$ cat src/rtl/picture_target_bbox.sv
// -----------------------------------------------------------------------------
// picture_target_bbox
//
// Collects per-frame statistics from a binarized pixel stream. For each frame
// it tracks the bounding box of all foreground pixels (bit = 1) and how many
// foreground pixels there were. The result is published once per frame, on
// the rising edge of vsync. The input video timing and the pixel bit are also
// passed through with a 1-cycle delay, so a downstream overlay stage stays
// aligned with this block's latency.
//
// Handshake: there is no back-pressure. A pixel is valid when
// per_frame_clken & per_frame_href & ~per_frame_vsync on a rising clk edge.
// box_valid is a one-cycle pulse. It is not acknowledged, and the box_*
// outputs hold their values until the next publish.
//
// Ports
//   clk               pixel clock
//   rst               synchronous reset, active-high
//   per_frame_vsync   frame sync, high during vertical blanking
//   per_frame_href    line valid
//   per_frame_clken   pixel valid strobe
//   per_img_Bit       binary pixel, 1 = foreground
//   post_frame_*      per_frame_* delayed by 1 cycle
//   post_img_Bit      per_img_Bit delayed by 1 cycle
//   box_valid         one-cycle pulse when the box_* outputs are updated
//   box_found         last frame had >= MIN_PIXELS foreground pixels
//   box_x_min/x_max   horizontal extent of the last frame's box
//   box_y_min/y_max   vertical extent of the last frame's box
//   box_pix_cnt       foreground pixel count of the last frame (saturating)
//   dbg_state         current FSM state (0 = WAIT_SYNC, 1 = ACTIVE)
// -----------------------------------------------------------------------------
module picture_target_bbox #(
  parameter int IMG_W      = 640,
  parameter int IMG_H      = 480,
  parameter int CNT_W      = 11,
  parameter int PIX_W      = 20,
  parameter int MIN_PIXELS = 16
) (
  input  logic             clk,
  input  logic             rst,
  input  logic             per_frame_vsync,
  input  logic             per_frame_href,
  input  logic             per_frame_clken,
  input  logic             per_img_Bit,
  output logic             post_frame_vsync,
  output logic             post_frame_href,
  output logic             post_frame_clken,
  output logic             post_img_Bit,
  output logic             box_valid,
  output logic             box_found,
  output logic [CNT_W-1:0] box_x_min,
  output logic [CNT_W-1:0] box_x_max,
  output logic [CNT_W-1:0] box_y_min,
  output logic [CNT_W-1:0] box_y_max,
  output logic [PIX_W-1:0] box_pix_cnt,
  output logic             dbg_state
);

  typedef enum logic {
    ST_WAIT_SYNC = 1'b0,
    ST_ACTIVE    = 1'b1
  } state_t;

  localparam logic [CNT_W-1:0] LP_CNT_MAX = {CNT_W{1'b1}};
  localparam logic [PIX_W-1:0] LP_PIX_MAX = {PIX_W{1'b1}};

  state_t           r_state;
  state_t           w_state_nxt;

  logic             r_vsync_d;
  logic             r_href_d;
  logic             w_vs_rise;
  logic             w_hs_fall;
  logic             w_pix_strobe;
  logic             w_in_area;
  logic             w_fg_pix;

  logic             w_acc_en;
  logic             w_acc_clr;
  logic             w_publish;
  logic             w_found;

  logic [CNT_W-1:0] r_x;
  logic [CNT_W-1:0] r_y;

  logic             r_seen;
  logic [CNT_W-1:0] r_x_min;
  logic [CNT_W-1:0] r_x_max;
  logic [CNT_W-1:0] r_y_min;
  logic [CNT_W-1:0] r_y_max;
  logic [PIX_W-1:0] r_cnt;

  // ---------------------------------------------------------------------------
  // Edge detection on the frame and line syncs
  // ---------------------------------------------------------------------------
  always_ff @(posedge clk) begin
    if (rst) begin
      r_vsync_d <= 1'b0;
      r_href_d  <= 1'b0;
    end else begin
      r_vsync_d <= per_frame_vsync;
      r_href_d  <= per_frame_href;
    end
  end

  assign w_vs_rise    = per_frame_vsync & ~r_vsync_d;
  assign w_hs_fall    = ~per_frame_href & r_href_d;
  // vsync masks the strobe, so a pixel on the vs_rise cycle is never counted.
  assign w_pix_strobe = per_frame_clken & per_frame_href & ~per_frame_vsync;

  // ---------------------------------------------------------------------------
  // 1-cycle pass-through of timing and pixel bit. It does not depend on the
  // FSM state.
  // ---------------------------------------------------------------------------
  always_ff @(posedge clk) begin
    if (rst) begin
      post_frame_vsync <= 1'b0;
      post_frame_href  <= 1'b0;
      post_frame_clken <= 1'b0;
      post_img_Bit     <= 1'b0;
    end else begin
      post_frame_vsync <= per_frame_vsync;
      post_frame_href  <= per_frame_href;
      post_frame_clken <= per_frame_clken;
      post_img_Bit     <= per_img_Bit;
    end
  end

  // ---------------------------------------------------------------------------
  // Pixel coordinate counters. Both saturate and never wrap, so very long
  // lines or frames cannot alias back into the active area.
  // ---------------------------------------------------------------------------
  always_ff @(posedge clk) begin
    if (rst) begin
      r_x <= '0;
    end else if (w_hs_fall) begin
      r_x <= '0;
    end else if (w_pix_strobe && (r_x != LP_CNT_MAX)) begin
      r_x <= r_x + CNT_W'(1);
    end
  end

  always_ff @(posedge clk) begin
    if (rst) begin
      r_y <= '0;
    end else if (w_vs_rise) begin
      r_y <= '0;
    end else if (w_hs_fall && (r_y != LP_CNT_MAX)) begin
      r_y <= r_y + CNT_W'(1);
    end
  end

  // The coordinate of the current pixel is the counter value before its
  // increment.
  assign w_in_area = (int'(r_x) < IMG_W) && (int'(r_y) < IMG_H);
  assign w_fg_pix  = w_acc_en & w_pix_strobe & per_img_Bit & w_in_area;

  // ---------------------------------------------------------------------------
  // FSM: state register
  // ---------------------------------------------------------------------------
  always_ff @(posedge clk) begin
    if (rst) begin
      r_state <= ST_WAIT_SYNC;
    end else begin
      r_state <= w_state_nxt;
    end
  end

  // FSM: next-state logic. After reset the partial frame is meaningless, so
  // the FSM waits for a full frame boundary before it trusts the statistics.
  always_comb begin
    w_state_nxt = r_state;
    case (r_state)
      ST_WAIT_SYNC: if (w_vs_rise) w_state_nxt = ST_ACTIVE;
      ST_ACTIVE:    w_state_nxt = ST_ACTIVE;
      default:      w_state_nxt = ST_WAIT_SYNC;
    endcase
  end

  // FSM: output logic
  always_comb begin
    w_acc_en  = 1'b0;
    w_publish = 1'b0;
    w_acc_clr = w_vs_rise;
    case (r_state)
      ST_WAIT_SYNC: begin
        w_acc_en  = 1'b0;
        w_publish = 1'b0;
      end
      ST_ACTIVE: begin
        w_acc_en  = 1'b1;
        w_publish = w_vs_rise;
      end
      default: begin
        w_acc_en  = 1'b0;
        w_publish = 1'b0;
      end
    endcase
  end

  assign dbg_state = r_state;

  // ---------------------------------------------------------------------------
  // Bounding-box and count accumulators. The clear on vs_rise and the publish
  // happen on the same edge. The publish registers sample these values before
  // the clear takes effect. A pixel cannot coincide with the clear, because
  // vsync masks the strobe on that cycle.
  // ---------------------------------------------------------------------------
  always_ff @(posedge clk) begin
    if (rst || w_acc_clr) begin
      r_seen  <= 1'b0;
      r_x_min <= '0;
      r_x_max <= '0;
      r_y_min <= '0;
      r_y_max <= '0;
      r_cnt   <= '0;
    end else if (w_fg_pix) begin
      if (!r_seen) begin
        // The first foreground pixel seeds both ends of the box.
        r_seen  <= 1'b1;
        r_x_min <= r_x;
        r_x_max <= r_x;
        r_y_min <= r_y;
        r_y_max <= r_y;
      end else begin
        if (r_x < r_x_min) r_x_min <= r_x;
        if (r_x > r_x_max) r_x_max <= r_x;
        if (r_y < r_y_min) r_y_min <= r_y;
        if (r_y > r_y_max) r_y_max <= r_y;
      end
      if (r_cnt != LP_PIX_MAX) begin
        r_cnt <= r_cnt + PIX_W'(1);
      end
    end
  end

  assign w_found = (int'(r_cnt) >= MIN_PIXELS);

  // ---------------------------------------------------------------------------
  // Publish registers. They hold until the next frame boundary. When the
  // target is too small, the coordinates are zeroed so stale boxes never
  // leak through.
  // ---------------------------------------------------------------------------
  always_ff @(posedge clk) begin
    if (rst) begin
      box_valid   <= 1'b0;
      box_found   <= 1'b0;
      box_x_min   <= '0;
      box_x_max   <= '0;
      box_y_min   <= '0;
      box_y_max   <= '0;
      box_pix_cnt <= '0;
    end else begin
      box_valid <= w_publish;
      if (w_publish) begin
        box_pix_cnt <= r_cnt;
        if (w_found) begin
          box_found <= 1'b1;
          box_x_min <= r_x_min;
          box_x_max <= r_x_max;
          box_y_min <= r_y_min;
          box_y_max <= r_y_max;
        end else begin
          box_found <= 1'b0;
          box_x_min <= '0;
          box_x_max <= '0;
          box_y_min <= '0;
          box_y_max <= '0;
        end
      end
    end
  end

endmodule

$ cat config.mk
export PLATFORM = sky130hd
export DESIGN_NAME = picture_target_bbox
export DESIGN_NICKNAME = d
export VERILOG_FILES = /design/src/rtl/picture_target_bbox.sv
export SDC_FILE = /design/constraint.sdc
export NUM_CORES = 1
export LEC_CHECK = 0
export ABC_AREA = 1
export CAP_MARGIN = 20
export CORE_MARGIN = 2
export CORE_UTILIZATION = 62
export DETAILED_ROUTE_END_ITERATION = 12
export GPL_TIMING_DRIVEN = 1
export PLACE_DENSITY = 0.86
export SKIP_CTS_REPAIR_TIMING = 1
export SYNTH_ARGS = -nofsm -noshare
export SYNTH_HDL_FRONTEND = slang
export SYNTH_SLANG_ARGS = --single-unit
$ cat constraint.sdc
create_clock -name clk -period 3.3 [get_ports clk]
set_input_delay 0.66 -clock clk [delete_from_list [all_inputs] [get_ports clk]]
set_output_delay 0.66 -clock clk [all_outputs]
set_load 0.05 [all_outputs]
==> results.md, run 1 <==
* Routed length per instance at 13.8 microns
* Global placer's final weighted congestion at a little under 0.9
* Req. time, crit path at 2.64 ns
* Sequential area share after synthesis at 41.0%
* Initial detailed-routing violation count at 434
* Endpoint type of the worst setup path: primary output
* Clock Sinks at 158
* Reg power frac at 47.2%
* FF+latch count, synth at ~160
* DP Area at 8500 sq um
* Fin cells at approximately 1300
* Top FF cell, synth: dfxtp_1
* Antenna Violating Nets Remaining at 0
* CTS buffer count at 17
* Relative slew slack at a little over half
* Area growth syn-to-layout at 18.1%
* Final count of hold timing violations at 0
* Worst Setup Path Type: reg -> out
* Final worst-path cycle share at 69.7%
* Post-Syn Nets at 1136
* Delay-heaviest family, CP: buffers and inverters
* Worst path slowest cell: clkdlybuf4s50_1
* Starting density of the core at 63.9%
* Post-DP HPWL at 12100 microns
* Clock share of power at 48.6%
* Most common cell in the netlist: nand2_1
* Hold Crit Class: reg -> reg
* RSZ-0062 raised after global routing: false
* Total vias in the final route at around 7200
* Sw power at 0.869 mW
* Average size of a mapped cell at between 7 and 8 sq um
* Final #Nets at approximately 1200
* Diode count at 0
* Fin Setup TNS at 0 ns
* Tmin final at 2.30 ns
* Row count at 40
* Maximum vdd drop at 0.377 mV
* Overall routing resource usage at 28.2%
* Fmax at 0.435 GHz
* Slowest stage delay, CP at 0.83 ns
* Initial antenna violation count at 0
* CP max FO at 4
* Dpl ws at 0.701 ns
* Max_cap viols at 0
* Num ports at 77
* Die Ht at between 100 and 150 microns
* Post-Route Skew at 0.0118 ns
* Final-report setup violation count at 0
* CTS clk-pin slew, worst paths at 0.06 ns
* Leakage power at 3.42 nW
* Final WL at about 18000 microns
* Switching part of the total at 21.3%
* Worst EP arrival at 1.64 ns
* Max-slew violations at 0
* H-tree levels at 4
* CTS max path bufs at 2
* Synth warnings at 0
* Gate power share at ~4.2%
* Setup crit start kind: flop
* P_int at 3.21 mW
* Worst setup margin at 1.00 ns
* Status: finished, final reports clean
* Layout fillers at approximately 930
* Core ar. at 12100 sq um
* Pwr Density at 448 nW/um^2
* Post-Syn Instances at 1084
* List of most frequent post-synthesis cells: nand2_1 (272), dfxtp_1 (158), a21oi_1 (129), inv_1 (110), nor2_1 (106)
* CTS tree: done
* Vias in the first global route at 6500
* Overflow after GRT at 0
* Fin area at approximately 9000 sq um
* Die Width at ~120 microns
* Async set or reset register ratio after synthesis at 0%
* First-pass DRT Iterations at 5
* CTS root buffer: clkbuf_16
* Worst slew pin tran at 0.709 ns
* Port Buffers at 76
* Top cells by area, synth: dfxtp_1 (41%), nand2_1 (13%), a21oi_1 (8.4%)
* First-pass GRT wire length at 30400 microns
* Residual DRC at 0
* Netlist Area Pre-Place at 7710 sq um
* Number of flops mapped to enable cells by yosys at 0
* Crit-path cells: clkdlybuf4s50_1
* Top cell type by total area after synthesis: dfxtp_1
* Latest clock arrival within the worst-skew pair at 0.42 ns
* Largest net degree at the start of global routing at 66
* Vias per cell at about 5.5
* Final Util at 75.5%
* Post-synth top area share at 41.0%
* Share of post-route cells with drive strength above 1 at 5.33%
* Die area at 13300 sq um
* CP Buf/Inv Count at 1
* Placed Instances at 1283
* Unique masters post-synth at 37
flip-flops by register name (all words and copies together), names as in the netlist:
signal	flops
post_frame_vsync	1
box_x_min	11
dbg_state	1
box_x_max	11
r_y_max	11
r_cnt	20
post_frame_href	1
r_y_min	11
post_frame_clken	1
box_found	1
r_x_max	11
box_valid	1
box_pix_cnt	20
box_y_max	11
r_seen	1
r_x_min	11
box_y_min	11
r_x	11
post_img_Bit	1
r_y	11
cells in the final DEF, fill, tap and decap left out, types with 17 or more instances in the layout:
| cell | Yosys | routed |
|---|---|---|
| inv_1 | 110 | 109 |
| clkdlybuf4s50_1 | 0 | 75 |
| nand4_1 | 21 | 21 |
| nor2_1 | 106 | 105 |
| o21ai_0 | 18 | 18 |
| nand3_1 | 86 | 86 |
| nor3_1 | 17 | 17 |
| a21oi_1 | 129 | 128 |
| dfxtp_1 | 158 | 158 |
| clkbuf_16 | 0 | 17 |
| nand2_1 | 272 | 272 |
| ha_1 | 46 | 46 |
logic make-up after synthesis:
logic type                 count (synthesis)  synth area share, %
and+or+nand+nor                          528                 29.4
buffers and inverters                    170                 9.01
AOI/OAI and AO/OA                        164                 11.0
DFF                                      158                 41.0
adders and majority gates                 46                 7.47
xor gates and xnor gates                  18                 2.04
power by group through the flow:
stage / Combinational [mW] / Clock (mW) / Sequential [mW]
6_report: 0.171 / 1.98 / 1.93
5_1_grt: 0.191 / 2.07 / 1.93
2_1_floorplan: 0.113 / 0 / 1.98
3_5_place_dp: 0.169 / 0 / 1.97
3_3_place_gp: 0.165 / 0 / 1.97
4_1_cts: 0.171 / 1.99 / 1.93
worst min-delay path, delay by kind of cell, from the launching register on:
kind | cells | cell delay, ns
AO/OA/AOI/OAI | 1 | 0.05
AND/OR/NAND/NOR | 1 | 0.06
flip-flops | 1 | 0.30
routing by layer:
metal / track usage (%) / up-vias / routed length (microns)
met1: 36.7 / 3310 / 8250
met2: 47.4 / 239 / 8590
li1: - / 3606 / -
met4: 9.00 / 0 / 274
met5: 0 / - / 0
met3: 5.49 / 30 / 1010
through the flow:
step | hold slack (ns) | power [mW]
floorplan | 0.443 | 2.09
global placement | 0.447 | 2.13
detailed placement | 0.453 | 2.14
CTS | 0.460 | 4.09
global route | 0.476 | 4.19
finish | 0.459 | 4.08
final cells by class:
cell class / count / area [sq um] / share of cell area, %
clock buffers: 25 / 526 / 5.77
clock inverters: 5 / 77.6 / 0.852
inverters: 117 / 439 / 4.82
multi-input cells: 756 / 3870 / 42.5
flip-flops and latches: 158 / 3160 / 34.7
well taps: 168 / 210 / 2.31
repair buffers: 84 / 816 / 8.96
worst paths after layout:
path,endpoint,depth (start not counted),slack (ns),startpoint
max,dbg_state,1,1.00,dbg_state$_SDFF_PP0_
min,box_pix_cnt[9]$_SDFFE_PP0P_,2,0.46,box_pix_cnt[9]$_SDFFE_PP0P_
max reg2reg,r_cnt[12]$_SDFFE_PP0P_,11,1.13,r_cnt[0]$_SDFFE_PP0P_
min reg2reg,box_pix_cnt[9]$_SDFFE_PP0P_,2,0.46,box_pix_cnt[9]$_SDFFE_PP0P_
No activity file was read; power rests on OpenSTA's default activity.
==> inputs of run 2 (changes only) <==
--- a/config.mk
+++ b/config.mk
@@ -8,10 +8,10 @@
 export ABC_AREA = 1
 export CAP_MARGIN = 20
 export CORE_MARGIN = 2
-export CORE_UTILIZATION = 62
+export CORE_UTILIZATION = 52
 export DETAILED_ROUTE_END_ITERATION = 12
 export GPL_TIMING_DRIVEN = 1
-export PLACE_DENSITY = 0.86
+export PLACE_DENSITY = 0.77
 export SKIP_CTS_REPAIR_TIMING = 1
 export SYNTH_ARGS = -nofsm -noshare
 export SYNTH_HDL_FRONTEND = slang
==> constraint.sdc (replaced) <==
create_clock -name clk -period 1.9 [get_ports clk]
set_input_delay 0.38 -clock clk [delete_from_list [all_inputs] [get_ports clk]]
set_output_delay 0.38 -clock clk [all_outputs]
set_load 0.05 [all_outputs]
==> results.md, run 2 (synthesis gave the netlist of run 1 again) <==
* Status: finished, final reports clean
* Die area at between 15000 and 20000 sq um
* Maximum vdd drop at 0.643 mV
* Diode count at 0
* Multi-input gate area at about 4000 sq um
* Final worst-path cycle share at 98.3%
* Overall Power at 7.28 mW
* Final WL at 19000 microns
* Post-Route Skew at 0.00909 ns
* Latest clock arrival within the worst-skew pair at 0.43 ns
* H-tree levels at 4
* Setup crit start kind: input port
* Hold Crit Class: reg -> reg
* Final-report setup violation count at 0
* RSZ-0062 raised after global routing: true
* Routed length per instance at between 10 and 15 microns
* Clock Sinks at 158
* CTS max path bufs at 2
* Die Width at 126 microns
* Core ar. at 14500 sq um
* Pwr Density at roughly 760 nW/um^2
* Initial antenna violation count at 0
* Worst path slowest cell: clkdlybuf4s50_1
* Final Hold Slack at around 0.46 ns
* Fmax at approximately 0.54 GHz
* Area growth syn-to-layout at 24.9%
* Post-DP HPWL at around 13000 microns
* Worst slew pin tran at 0.631 ns
* Layout fillers at about 1200
* Worst Setup Path Type: in -> reg
* Commonest non-fill, non-tap cell in the layout: nand2_1
* Vias per cell at 5.28
* Biggest regs: box_pix_cnt x20, r_cnt x20
* Req. time, crit path at about 2.2 ns
* Commonest cells after routing, fill and taps aside: nand2_1 (267), dfxtp_1 (142), a21oi_1 (128)
* Global placer's final weighted congestion at 0.881
* Vias in the first global route at 6469
* Antenna Violating Nets Remaining at 0
* Residual DRC at 0
* Max-slew violations at 0
* First-pass GRT wire length at 30900 microns
* Max_cap viols at 0
* Endpoint type of the worst setup path: flop
* Row count at 44
* Relative slew slack at just under 60%
* Overall routing resource usage at 23.6%
* Initial detailed-routing violation count at 545
* Cell mode on critical path: nand3_1
* Largest net degree at the start of global routing at 67
* Worst EP arrival at 2.20 ns
* Fin area at 9630 sq um
* CTS root buffer: clkbuf_16
* Port Buffers at 76
* Overflow after GRT at 0
* Die Ht at 126 microns
* Final count of hold timing violations at 0
* Starting density of the core at between 50% and 60%
* Crit-path cells: clkdlybuf4s50_1 > inv_2 > nand3_1 > inv_1 > o211ai_1 > nor3_4 > buf_4 > nand3_1 > nand2_1 > nor2_1
* Num ports at 77
* Tmin final at between 1.5 and 2 ns
* CP max FO at 7
* Final #Nets at roughly 1200
* Slowest stage delay, CP at 0.47 ns
* Total vias in the final route at 7237
* CTS tree: done
* CTS buffer count at 17
* Share of post-route cells with drive strength above 1 at 13.7%
* FF/Latch Area at 3180 sq um
* DP Area at 8760 sq um
* CTS clk-pin slew, worst paths at roughly 0.060 ns
* First-pass DRT Iterations at 4
* Leakage power at 4.46 nW
[run 2: cell types whose count changed in the layout (fill, tap and decap cells not counted), moves of 4 or more]
cell             change
clkdlybuf4s50_1     -71
nor2_1               -4
buf_12               +6
dlymetal6s2s_1      +39
clkbuf_8             -6
nand2_1              -5
buf_4               +63
dfxtp_1             -16
nand2_4              +5
inv_6                +5
dfxtp_2             +16
[run 2: cell type report]
type                    count  area share (%)
clock buffers              18            4.56
repair buffers            122            12.4
well taps                 184            2.39
multi-input cells         758            41.1
flip-flops and latches    158            33.1
inverters                 117            4.56
clock inverters            14            1.87
[run 2: worst paths after layout]
| check | startpoint | endpoint | slack [ns] | cells past startpoint |
|---|---|---|---|---|
| setup / recovery | per_frame_vsync | r_x_max[0]$_SDFFE_PP0P_ | 0.03 | 10 |
| hold / removal | box_pix_cnt[7]$_SDFFE_PP0P_ | box_pix_cnt[7]$_SDFFE_PP0P_ | 0.46 | 2 |
| hold reg to reg | box_pix_cnt[7]$_SDFFE_PP0P_ | box_pix_cnt[7]$_SDFFE_PP0P_ | 0.46 | 2 |
| setup reg to reg | r_x[0]$_SDFFE_PP0P_ | r_x_max[0]$_SDFFE_PP0P_ | 0.11 | 12 |
[run 2: stage by stage]
stage	std cells	setup slack (ns)	utilization, %	TNS (ns)
after floorplan	1084	0.0979	-	0
after global placement	1334	-0.326	60.3	-14.00
after detailed placement	1334	-0.338	60.3	-13.88
after CTS	1366	-0.106	64.5	-2.16
after global routing	1371	-0.0324	66.2	-0.0938
final	1371	0.0331	66.2	0
[run 2: critical path: cells and delay by family]
family / cells / cell delay [ns]
AO/OA/AOI/OAI: 1 / 0.13
buffers and inverters: 4 / 0.93
AND/OR/NAND/NOR: 5 / 0.76
[run 2: power breakdown]
group | switching (mW) | leakage (nW) | internal (mW)
combinational | 0.232 | 2.87 | 0.104
clock | 1.47 | 0.304 | 2.13
sequential | 0.0163 | 1.28 | 3.33
total | 1.71 | 4.46 | 5.56
[run 2: layer usage]
layer / up-vias / part of all wire (%) / GRT usage [%]
met3: 20 / 4.1 / 4.21
met5: - / 0 / 0
li1: 3691 / - / -
met4: 0 / 1.3 / 7.95
met2: 185 / 47 / 37.8
met1: 3341 / 48 / 32.3
==> inputs of run 3 (changes only) <==
--- a/config.mk
+++ b/config.mk
@@ -6,7 +6,7 @@
 export NUM_CORES = 1
 export LEC_CHECK = 0
 export ABC_AREA = 1
-export CAP_MARGIN = 20
+export CAP_MARGIN = 30
 export CORE_MARGIN = 2
 export CORE_UTILIZATION = 52
 export DETAILED_ROUTE_END_ITERATION = 12
@@ -16,3 +16,4 @@
 export SYNTH_ARGS = -nofsm -noshare
 export SYNTH_HDL_FRONTEND = slang
 export SYNTH_SLANG_ARGS = --single-unit
+export TNS_END_PERCENT = 50
==> results.md, run 3 (synthesis gave the netlist of run 1 again) <==
* H-tree levels at 4
* Crit path from: per_frame_vsync
* CTS max path bufs at 2
* Hold Path Origin: box_pix_cnt[7]$_SDFFE_PP0P_
* Worst EP arrival at between 2 and 2.5 ns
* Worst Setup Path Type: in -> reg
* Die Ht at about 130 microns
* Relative slew slack at 57.8%
* Final count of hold timing violations at 0
* Final Util at 66.1%
* DP Area at 8760 sq um
* Core ar. at 14500 sq um
* Maximum vdd drop at around 0.64 mV
* Pwr Density at 757 nW/um^2
* Residual DRC at 0
* Diode count at 0
* First-pass DRT Iterations at 5
* Starting density of the core at 53.0%
* First-pass GRT wire length at roughly 31000 microns
* Final #Nets at 1224
* Fmax at 0.549 GHz
* Area growth syn-to-layout at 24.6%
* Num ports at 77
* R2r startpoint: r_x[0]$_SDFFE_PP0P_
* Tmin final at 1.82 ns
* CTS clk-pin slew, worst paths at 0.06 ns
* CTS root buffer: clkbuf_16
* Max_cap viols at 0
* Share of post-route cells with drive strength above 1 at a little over an eighth
* Status: finished, final reports clean
* Port Buffers at 76
* Commonest non-fill, non-tap cell in the layout: nand2_1
* Placed Instances at 1334
* Largest net degree at the start of global routing at 67
* Total vias in the final route at 7195
* Dpl ws at -0.338 ns
* Global placer's final weighted congestion at 0.881
* Antenna Violating Nets Remaining at 0
* Initial antenna violation count at 0
* Initial detailed-routing violation count at 491
* Req. time, crit path at 2.23 ns
* Clock Sinks at 158
* Final worst-path cycle share at 95.9%
* Final-report setup violation count at 0
* Post-DP HPWL at roughly 13000 microns
* Setup crit start kind: input port
* Latest clock arrival within the worst-skew pair at around 0.43 ns
* Biggest regs: box_pix_cnt x20, r_cnt x20
* Worst slew pin tran at 0.632 ns
* Routed length per instance at 13.8 microns
* Fin area at ~9600 sq um
* Overflow after GRT at 0
* RSZ-0062 raised after global routing: true
* Die Width at 126 microns
* Worst setup margin at between 0.07 and 0.08 ns
* Vias in the first global route at 6469
* CP max FO at 7
* Fin cells at 1369
* Die area at 15800 sq um
* Final WL at 18900 microns
* Post-Route Skew at 0.00908 ns
* CTS tree: done
* Hold Crit Class: reg -> reg
* Vias per cell at 5.26
* Endpoint type of the worst setup path: flop
* Row count at 44
* Commonest cells after routing, fill and taps aside: nand2_1 (267), dfxtp_1 (144), a21oi_1 (128)
* CTS buffer count at 17
* Leakage power at 4.45 nW
* Max-slew violations at 0
* Overall routing resource usage at between 20% and 30%
==> run 3: cell types whose count changed in the layout (fill, tap and decap cells not counted), sizes merged <==
cell | before | now
buf | 79 | 77
==> run 3: per-layer routing <==
metal / part of all wire (%) / vias to the layer above / track usage [%] / wire length (microns)
met2: 47 / 184 / 37.8 / 8800
met5: 0 / - / 0 / 0
met1: 48 / 3300 / 32.3 / 9010
li1: - / 3689 / - / -
met4: 1.4 / 0 / 7.95 / 273
met3: 4.4 / 22 / 4.21 / 837
==> run 3: worst max-delay path: stages <==
cell and delay [ns]:
clkdlybuf4s50_1 0.47, inv_2 0.11, nand3_1 0.14, inv_1 0.12, o211ai_1 0.13, nor3_4 0.32, buf_4 0.22, nand3_1 0.12
nand2_1 0.10, nor2_1 0.04
==> run 3: final cells by class <==
| cell class | instances | area (sq um) |
|---|---|---|
| inverter | 117 | 439 |
| timing repair buffer | 120 | 1180 |
| sequential | 158 | 3180 |
| fill | 1238 | 4930 |
| tap | 184 | 230 |
| multi-input combinational | 758 | 3950 |
| clock inverter | 14 | 180 |
| clock buffer | 18 | 439 |
==> run 3: path summary, 6_finish.rpt <==
check | cells after the start | endpoint | slack, ns
worst min register to register | 2 | box_pix_cnt[7]$_SDFFE_PP0P_ | 0.46
worst min-delay path | 2 | box_pix_cnt[7]$_SDFFE_PP0P_ | 0.46
worst max-delay path | 10 | r_x_max[0]$_SDFFE_PP0P_ | 0.08
worst max register to register | 12 | r_x_max[0]$_SDFFE_PP0P_ | 0.11
==> run 3: per-stage QoR <==
stage / TNS (ns) / hold slack (ns) / power (mW)
floorplan: 0 / 0.443 / 3.63
global placement: -14.00 / 0.450 / 3.73
detailed placement: -13.88 / 0.453 / 3.74
CTS: -2.16 / 0.447 / 7.30
global route: -0.0280 / 0.477 / 7.49
finish: 0 / 0.456 / 7.27
==> run 3: where the power goes <==
part	internal [mW]	leakage [nW]	total [mW]	switching (mW)
Clock	2.13	0.304	3.60	1.47
Combinational	0.102	2.86	0.333	0.230
Sequential	3.33	1.28	3.34	0.0162
